==> src/rtl/psram_wb_arbiter.sv <==
// Two-master Wishbone arbiter sharing one PSRAM controller port.
// Holds the grant for a whole transaction; round-robin or m0-priority with starvation guard.
module psram_wb_arbiter #(
    parameter int unsigned PRIO_MODE  = 0,
    parameter int unsigned MAX_CONSEC = 4,
    parameter int unsigned CNT_W      = 3
) (
    input  logic        clk_i,
    input  logic        rst_i,

    input  logic [31:0] m0_adr_i,
    input  logic [31:0] m0_dat_i,
    output logic [31:0] m0_dat_o,
    input  logic [3:0]  m0_sel_i,
    input  logic        m0_we_i,
    input  logic        m0_cyc_i,
    input  logic        m0_stb_i,
    output logic        m0_ack_o,

    input  logic [31:0] m1_adr_i,
    input  logic [31:0] m1_dat_i,
    output logic [31:0] m1_dat_o,
    input  logic [3:0]  m1_sel_i,
    input  logic        m1_we_i,
    input  logic        m1_cyc_i,
    input  logic        m1_stb_i,
    output logic        m1_ack_o,

    output logic [31:0] s_adr_o,
    output logic [31:0] s_dat_o,
    output logic [3:0]  s_sel_o,
    output logic        s_we_o,
    output logic        s_cyc_o,
    output logic        s_stb_o,
    input  logic [31:0] s_dat_i,
    input  logic        s_ack_i,

    output logic [1:0]  gnt_o
);

    localparam logic [0:0] ST_IDLE  = 1'b0;
    localparam logic [0:0] ST_GRANT = 1'b1;

    localparam logic [CNT_W-1:0] CONSEC_MAX = CNT_W'(MAX_CONSEC);

    logic [0:0]       state;
    logic [1:0]       gnt;
    logic             last_m1;
    logic [CNT_W-1:0] consec;

    logic req0, req1;
    logic pick_m1;
    logic gnt_cyc;
    logic gnt_stb;

    assign req0 = m0_cyc_i & m0_stb_i;
    assign req1 = m1_cyc_i & m1_stb_i;

    always_comb begin
        pick_m1 = 1'b0;
        if (req1 && !req0) begin
            pick_m1 = 1'b1;
        end else if (req0 && req1) begin
            if (PRIO_MODE == 0)
                pick_m1 = ~last_m1;
            else
                pick_m1 = (consec == CONSEC_MAX);
        end
    end

    always_comb begin
        gnt_cyc = 1'b0;
        gnt_stb = 1'b0;
        if (gnt[0]) begin
            gnt_cyc = m0_cyc_i;
            gnt_stb = m0_stb_i;
        end else if (gnt[1]) begin
            gnt_cyc = m1_cyc_i;
            gnt_stb = m1_stb_i;
        end
    end

    always_ff @(posedge clk_i or posedge rst_i) begin
        if (rst_i) begin
            state   <= ST_IDLE;
            gnt     <= '0;
            last_m1 <= 1'b1;
            consec  <= '0;
        end else begin
            case (state)
                ST_IDLE: begin
                    if (req0 || req1) begin
                        state   <= ST_GRANT;
                        gnt     <= pick_m1 ? 2'b10 : 2'b01;
                        last_m1 <= pick_m1;
                        // consec only counts m0 grants that made a waiting m1 wait longer
                        if (pick_m1 || !req1)
                            consec <= '0;
                        else if (consec != CONSEC_MAX)
                            consec <= consec + 1'b1;
                    end
                end
                ST_GRANT: begin
                    // ack ends the transaction; a dropped cyc aborts it without retry
                    if (s_ack_i || !gnt_cyc) begin
                        state <= ST_IDLE;
                        gnt   <= '0;
                    end
                end
                default: begin
                    state <= ST_IDLE;
                    gnt   <= '0;
                end
            endcase
        end
    end

    always_comb begin
        s_adr_o = '0;
        s_dat_o = '0;
        s_sel_o = '0;
        s_we_o  = 1'b0;
        if (gnt[0]) begin
            s_adr_o = m0_adr_i;
            s_dat_o = m0_dat_i;
            s_sel_o = m0_sel_i;
            s_we_o  = m0_we_i;
        end else if (gnt[1]) begin
            s_adr_o = m1_adr_i;
            s_dat_o = m1_dat_i;
            s_sel_o = m1_sel_i;
            s_we_o  = m1_we_i;
        end
    end

    assign s_cyc_o  = (state == ST_GRANT) & gnt_cyc & gnt_stb;
    assign s_stb_o  = (state == ST_GRANT) & gnt_cyc & gnt_stb;

    assign m0_ack_o = s_ack_i & gnt[0] & req0;
    assign m1_ack_o = s_ack_i & gnt[1] & req1;
    assign m0_dat_o = s_dat_i;
    assign m1_dat_o = s_dat_i;
    assign gnt_o    = gnt;

endmodule

==> config.mk <==
export PLATFORM = sky130hd
export DESIGN_NAME = psram_wb_arbiter
export DESIGN_NICKNAME = d
export VERILOG_FILES = /design/src/rtl/psram_wb_arbiter.sv
export SDC_FILE = /design/constraint.sdc
export NUM_CORES = 1
export LEC_CHECK = 0
export BUFFER_PORTS_ARGS = -buffer_cell sky130_fd_sc_hd__buf_2
export CAP_MARGIN = 20
export CORE_AREA = 2 2 124 126
export DETAILED_ROUTE_END_ITERATION = 10
export DIE_AREA = 0 0 126 128
export GPL_ROUTABILITY_DRIVEN = 0
export GPL_TIMING_DRIVEN = 1
export PLACE_DENSITY_LB_ADDON = 0.1
export SETUP_SLACK_MARGIN = 0.5
export SLEW_MARGIN = 10
export SYNTH_ARGS = -nofsm -noshare
export SYNTH_HDL_FRONTEND = slang
export SYNTH_SLANG_ARGS = --single-unit
==> constraint.sdc <==
create_clock -name clk_i -period 1 [get_ports clk_i]
set_input_delay 0.1 -clock clk_i [delete_from_list [all_inputs] [get_ports clk_i]]
set_output_delay 0.1 -clock clk_i [all_outputs]
set_load 0.01 [all_outputs]
==> impl_metrics.yaml, run 1 <==
run_status:
  status: "finished, violations left"
  violations: "negative hold slack, negative setup slack"
placement:
  place_ws_ns: -0.3426
  portBuffers: 219
  hpwl_um: 6764
  placed_cell_area_sq_mm: 0.002364
  dp.cells: 521
worst_setup_path:
  crit_required_ns: 0.90
  crit_path_top_delay_cell: "dfrtp_2"
  crit_family: "buffers and inverters"
  path_class: "flop to primary output"
  path_cells: "buf_4 -> buf_12 -> clkbuf_16 -> a22o_1 -> buf_2"
  endpoint_kind: "primary output"
  crit_buf_inv: 4
  slowest_delay_ns: 0.42
  start_kind: "flop"
  worstPathMaxFanout: 8
  arrival_ns: 1.43
layout:
  utilization_pct: 18.60
  areaGrowthSynthToFinish_pct: 86.81
  layout.nets: 522
  multi_input_area_sq_um: 893.4
  fill_cells: 1699
  fin_area_sq_mm: 0.002765
  drive_above_1_share_pct: 76.16
  finalNonFillerCells: 532
  num_antenna_cells: 0
  register_area_sq_um: 105.1
power:
  power_mw: 3.814
  p_per_area_mw_per_mm2: 1379
  leakage_nw: 1.511
  ir_worst_vdd_v: 0.0004587
cts:
  htree_levels: 1
  root_buffer: "clkbuf_16"
  cts_buffers: 3
  cts_sinks: 4
  cts.path.max_buffers: 2
  clkTransAtPathRegs_ns: 0.03
  clk_latency_ns: 0.22
  tritoncts: "built"
sta:
  hold-worst-slack_ns: -0.2508
  slew_viol_final: 0
  worst_slew_pin_slew_ns: 0.3477
  fin_ws_ns: -0.5265
  max_slew_margin_pct: 76.82
  final_hold_viol_count: 4
  fmax_ghz: 0.6551
  fin_crit_ns: 1.526
  period_share_pct: 152.6
  rsz0062_at_grt: "yes"
  skew_ns: 0.002820
  setup_viol: 76
drt:
  initialDrtViolationCount: 39
  drt.antenna.violating_nets: 0
  post-route-drc-count: 0
  dr.pass1.iters: 4
  totalWireLength_um: 8558
  vias: 2013
  wire_per_inst_um: 16.09
  avgViaCountPerCell: 3.784
worst_hold_path:
  min_path_type: "primary input to asynchronous set/reset pin"
global_routing:
  grt.total_usage_pct: 9.317
  grt_pass1_wl_um: 11810
  grt_max_degree: 32
  grt_overflow: 0
  antenna_found_initial: 0
  grt_pass1_vias: 2117
floorplanning:
  start_util_pct: 9.958
  die_h_um: 128
  core_area_sq_mm: 0.01486
  num_rows: 45
  io_pins: 316
  dieWidth_um: 126
  die-area_sq_mm: 0.01613
logic_synthesis:
  synthCells: 185
  synth_sequential_area_ratio_pct: 6.847
  synth.distinct_cells: 25
  syn_nets: 362
  post_synth.cell_area_avg_sq_um: 8.001
  yosys_warnings: 0
  ys_ff_latch: 4
  syn_area_sq_mm: 0.001480
run:
  maxCapViolations: 0
[state kept, by name, indices dropped and copies added, names as in the netlist]
register and count:
gnt_o 2, last_m1 1, state 1
[cell type report]
class / count / share of cell area, %
clock buffer: 4 / 2.851
inverter: 4 / 0.5430
multi-input combinational: 96 / 32.31
sequential: 4 / 3.801
tap: 188 / 8.507
timing repair buffer: 236 / 51.99
[power breakdown]
part | switching (mW) | total (mW) | leakage (nW) | internal (mW)
logic | 1.40 | 2.91 | 1.43 | 1.51
registers | 0.0491 | 0.264 | 0.0447 | 0.215
clock network | 0.113 | 0.640 | 0.0382 | 0.526
total | 1.56 | 3.81 | 1.51 | 2.25
[final timing paths]
path	from	end	slack [ns]	depth (start not counted)
worst min-delay path	rst_i	state$_DFF_PP0_	-0.25	2
max in group asynchronous	rst_i	last_m1$_DFFE_PP1P_	1.02	2
worst min register to register	last_m1$_DFFE_PP1P_	last_m1$_DFFE_PP1P_	0.50	2
worst max register to register	gnt_o[0]$_DFFE_PP0P_	gnt_o[1]$_DFFE_PP0P_	-0.31	5
min in group clk_i	s_dat_i[0]	m0_dat_o[0]	0.20	0
worst max-delay path	gnt_o[0]$_DFFE_PP0P_	s_adr_o[18]	-0.53	5
[layer usage]
metal / part of all wire, % / track usage, % / up-vias
met5: 0 / 0 / -
met2: 53 / 18.25 / 135
met3: 8.3 / 1.711 / 27
li1: - / - / 952
met4: 2.3 / 3.103 / 0
met1: 36 / 9.972 / 899
[worst reg2reg max path, cell delays in order, from the launching register on]
cell and delay (ns):
dfrtp_2 0.42, buf_4 0.15, buf_12 0.13, nand3b_1 0.16
a211o_1 0.28, o311ai_2 0.06
[cells in the mapped netlist, drive strengths merged]
library cell | number | area share, %
buf | 80 | 40
a22o | 68 | 40
nand2 | 5 | 1.3
inv | 4 | 1.0
and2 | 3 | 1.3
dfrtp | 3 | 5.1
nor2 | 3 | 1.3
o21ai | 3 | 1.0
a211o | 2 | 1.2
a21oi | 2 | 0.68
nand3 | 2 | 0.68
a31oi | 1 | 0.42
and3 | 1 | 0.42
clkbuf | 1 | 0.34
dfstp | 1 | 1.8
nand2b | 1 | 0.42
nand3b | 1 | 0.51
o22ai | 1 | 0.42
o311ai | 1 | 0.59
o31ai | 1 | 0.51
o32ai | 1 | 0.59
[timing repair]
action                                  4_1_cts  5_1_grt
gates cloned                                  1        2
resized for setup                            29        9
endpoints found under the setup margin       79       79
pin swaps                                     4        3
hold endpoints to repair                      4        4
buffers inserted                              3        1
[cell usage in the layout, fill, tap and decap left out, types with 2 or more instances in the layout]
| cell | instances |
|---|---|
| buf_2 | 206 |
| a22o_1 | 65 |
| buf_6 | 17 |
| clkbuf_16 | 5 |
| buf_12 | 5 |
| buf_4 | 5 |
| nand2_1 | 4 |
| a22o_4 | 3 |
| dfrtp_2 | 3 |
| inv_1 | 2 |
| a21oi_1 | 2 |
| inv_2 | 2 |
| o21ai_2 | 2 |
| nor2_4 | 2 |
| and2_1 | 2 |
| a211o_1 | 2 |
[per-stage QoR]
stage / hold WS, ns / TNS (ns)
3_5_place_dp: -0.006715 / -15.00
4_1_cts: -0.2411 / -34.00
2_1_floorplan: -0.1348 / -6.344
3_3_place_gp: -0.001517 / -14.57
6_report: -0.2508 / -34.04
5_1_grt: -0.2320 / -38.41
[cell families (layout without fill, tap and decap cells)]
kind of cell,count (synthesis),in the layout,synth area share (%)
buf+inv,85,244,41.67
compound gates,80,80,45.65
simple gates,16,16,5.834
flops,4,4,6.847
Power figures use the tool's default switching activity.
==> run 2, diff against run 1 <==
Settings changed: ABC_AREA set to 1, PLACE_DENSITY_LB_ADDON 0.1 to unset.
==> run 2 against run 1 <==
Effect of this change:
- setup slack improved by 0.026 ns
- the run still ends with negative hold slack, negative setup slack left
- largest cell class unchanged
- sequential power decreased by 13%
- die area unchanged
==> impl_metrics.yaml, run 2 <==
run_status:
  violations: "negative hold slack, negative setup slack"
  status: "finished, violations left"
worst_setup_path:
  cp-endpoint: "s_dat_o[12]"
  slowest_delay_ns: 0.35
  arrival_ns: 1.40
  path_cells: "inv_2 -> nor2_4 -> buf_12 -> buf_6 -> a22o_1 -> buf_2"
  crit_path_top_delay_cell: "dfrtp_1"
  r2r-end: "gnt_o[1]$_DFFE_PP0P_"
  ff2ff_setup_slack_ns: -0.15
  start_kind: "flop"
  path_depth: 6
  crit_start: "gnt_o[1]$_DFFE_PP0P_"
  crit_buf_inv: 4
  r2r_start: "gnt_o[0]$_DFFE_PP0P_"
  endpoint_kind: "primary output"
  path_class: "flop to primary output"
  rr_worst_depth: 7
  crit_family: "buffers and inverters"
  worstPathMaxFanout: 9
  crit_required_ns: 0.90
drt:
  wire_per_inst_um: 13.22
  totalWireLength_um: 7111
  post-route-drc-count: 0
  avgViaCountPerCell: 3.725
  vias: 2004
  initialDrtViolationCount: 95
  dr.pass1.iters: 4
  drt.antenna.violating_nets: 0
run:
  maxCapViolations: 0
global_routing:
  grt_max_degree: 32
  grt.total_usage_pct: 7.239
  antenna_found_initial: 3
  grt_pass1_wl_um: 9549
  grt_pass1_vias: 1882
  grt_overflow: 0
power:
  leakage_nw: 1.497
  power_mw: 3.477
  p_per_area_mw_per_mm2: 1353
  ir_worst_vdd_v: 0.001143
logic_synthesis:
  yosys.area.top_type: "a22o_1"
  synth.distinct_cells: 19
  synth_async_sr_flop_share_pct: 100.0
  synth_common_cells: "a22o_1 (69), buf_4 (66), nand2_1 (11)"
  synth_top_area_share_pct: 40.93
  ys_ff_latch: 4
  ys.flop_type: "dfrtp_1"
  synth_sequential_area_ratio_pct: 6.864
  synth_edf_count: 0
  post_synth.cell_area_avg_sq_um: 7.895
  yosysMostFrequentCell: "a22o_1"
  yosys-top-cells-area: "a22o_1 (41%), buf_4 (34%), buf_6 (5.3%), dfrtp_1 (5.1%), nand2_1 (2.8%)"
  syn_nets: 364
  yosys_warnings: 0
  synthCells: 187
  syn_area_sq_mm: 0.001476
placement:
  hpwl_um: 5772
  portBuffers: 219
  place_ws_ns: -0.2454
  placed_cell_area_sq_mm: 0.002347
cts:
  tritoncts: "built"
  cts.path.max_buffers: 2
  root_buffer: "clkbuf_16"
  clk_latency_ns: 0.23
  cts_buffers: 3
  clkTransAtPathRegs_ns: 0.03
  cts_sinks: 4
  htree_levels: 1
layout:
  layout.nets: 526
  layout_commonest_cell: "buf_2"
  fill_cells: 1737
  fin_area_sq_mm: 0.002570
  drive_above_1_share_pct: 72.99
  areaGrowthSynthToFinish_pct: 74.07
  final_cell_mix: "buf_2 (218), a22o_1 (69), nand2_1 (10)"
  largest_reg_flops: 2
sta:
  fin_crit_ns: 1.500
  max_slew_margin_pct: 82.37
  slew_viol_final: 0
  rsz0062_at_grt: "yes"
  final_hold_viol_count: 4
  fin_ws_ns: -0.5000
  skew_ns: 0.002178
  period_share_pct: 150.0
  hold-worst-slack_ns: -0.2408
  fmax_ghz: 0.6667
  worst_slew_pin_slew_ns: 0.2645
  setup_viol: 78
floorplanning:
  io_pins: 316
  start_util_pct: 9.933
  num_rows: 45
  die_h_um: 128
  core_area_sq_mm: 0.01486
  die-area_sq_mm: 0.01613
  dieWidth_um: 126
worst_hold_path:
  min_path_type: "primary input to asynchronous set/reset pin"
[run 2: cell types whose count changed in the layout (fill, tap and decap cells not counted), moves of 3 or more]
cell | previous run | this run
buf_2 | 206 | 218
buf_6 | 17 | 5
nand2_1 | 4 | 10
a22o_1 | 65 | 69
inv_1 | 2 | 6
a22o_4 | 3 | 0
nand3_1 | 0 | 3
[run 2: worst min-delay path by stage]
| stage | slack (ns) | cells after the start | startpoint | end |
|---|---|---|---|---|
| 6_report | -0.24 | 2 | rst_i | state$_DFF_PP0_ |
| 3_3_place_gp | -0.007 | 2 | rst_i | gnt_o[1]$_DFFE_PP0P_ |
| 4_1_cts | -0.23 | 2 | rst_i | state$_DFF_PP0_ |
| 5_1_grt | -0.23 | 2 | rst_i | state$_DFF_PP0_ |
| 3_5_place_dp | 0.008 | 2 | rst_i | gnt_o[1]$_DFFE_PP0P_ |
| 2_1_floorplan | -0.13 | 1 | rst_i | gnt_o[1]$_DFFE_PP0P_ |
[run 2: layer usage]
layer	vias up	track usage, %	wire length, um
met5	-	0	13
met4	2	1.487	61
met3	20	2.671	816
met2	137	12.37	3506
met1	897	8.745	2712
li1	948	-	-
[run 2: timing repair]
action / 4_1_cts / 5_1_grt
cloned: 0 / 2
hold endpoints to repair: 4 / 4
pin swaps: 0 / 9
endpoints found under the setup margin: 79 / 79
resized for setup: 4 / 5
buffers inserted: 0 / 5
[run 2: where the power goes]
| part | total [mW] | switching (mW) | internal (mW) |
|---|---|---|---|
| logic | 2.60 | 1.26 | 1.34 |
| registers | 0.231 | 0.0263 | 0.205 |
| clock network | 0.651 | 0.124 | 0.528 |
| total | 3.48 | 1.41 | 2.07 |
[run 2: logic make-up (layout without fill, tap and decap cells)]
| logic type | after synthesis | in the layout | synth area share [%] |
|---|---|---|---|
| other | 0 | 2 | 0 |
| AOI/OAI and AO/OA | 73 | 73 | 42.80 |
| buffers and inverters | 89 | 250 | 43.56 |
| and+or+nand+nor | 21 | 21 | 6.780 |
| DFF | 4 | 4 | 6.865 |
[run 2: layout make-up]
| class | count | area, sq um | share of cell area, % |
|---|---|---|---|
| repair buffers | 237 | 1350 | 52.53 |
| multi-input cells | 94 | 764.5 | 29.75 |
| well taps | 188 | 235.2 | 9.153 |
| flip-flops and latches | 4 | 102.6 | 3.992 |
| clock buffers | 4 | 78.83 | 3.067 |
| inverters | 9 | 33.78 | 1.315 |
| diodes | 2 | 5.005 | 0.1947 |
[run 2: stage by stage]
step	cells	utilization [%]	TNS [ns]
6_report	538	17.29	-32.31
2_1_floorplan	187	-	-7.817
3_5_place_dp	525	15.79	-15.36
5_1_grt	536	17.26	-35.44
4_1_cts	529	16.45	-33.32
3_3_place_gp	525	15.79	-14.89
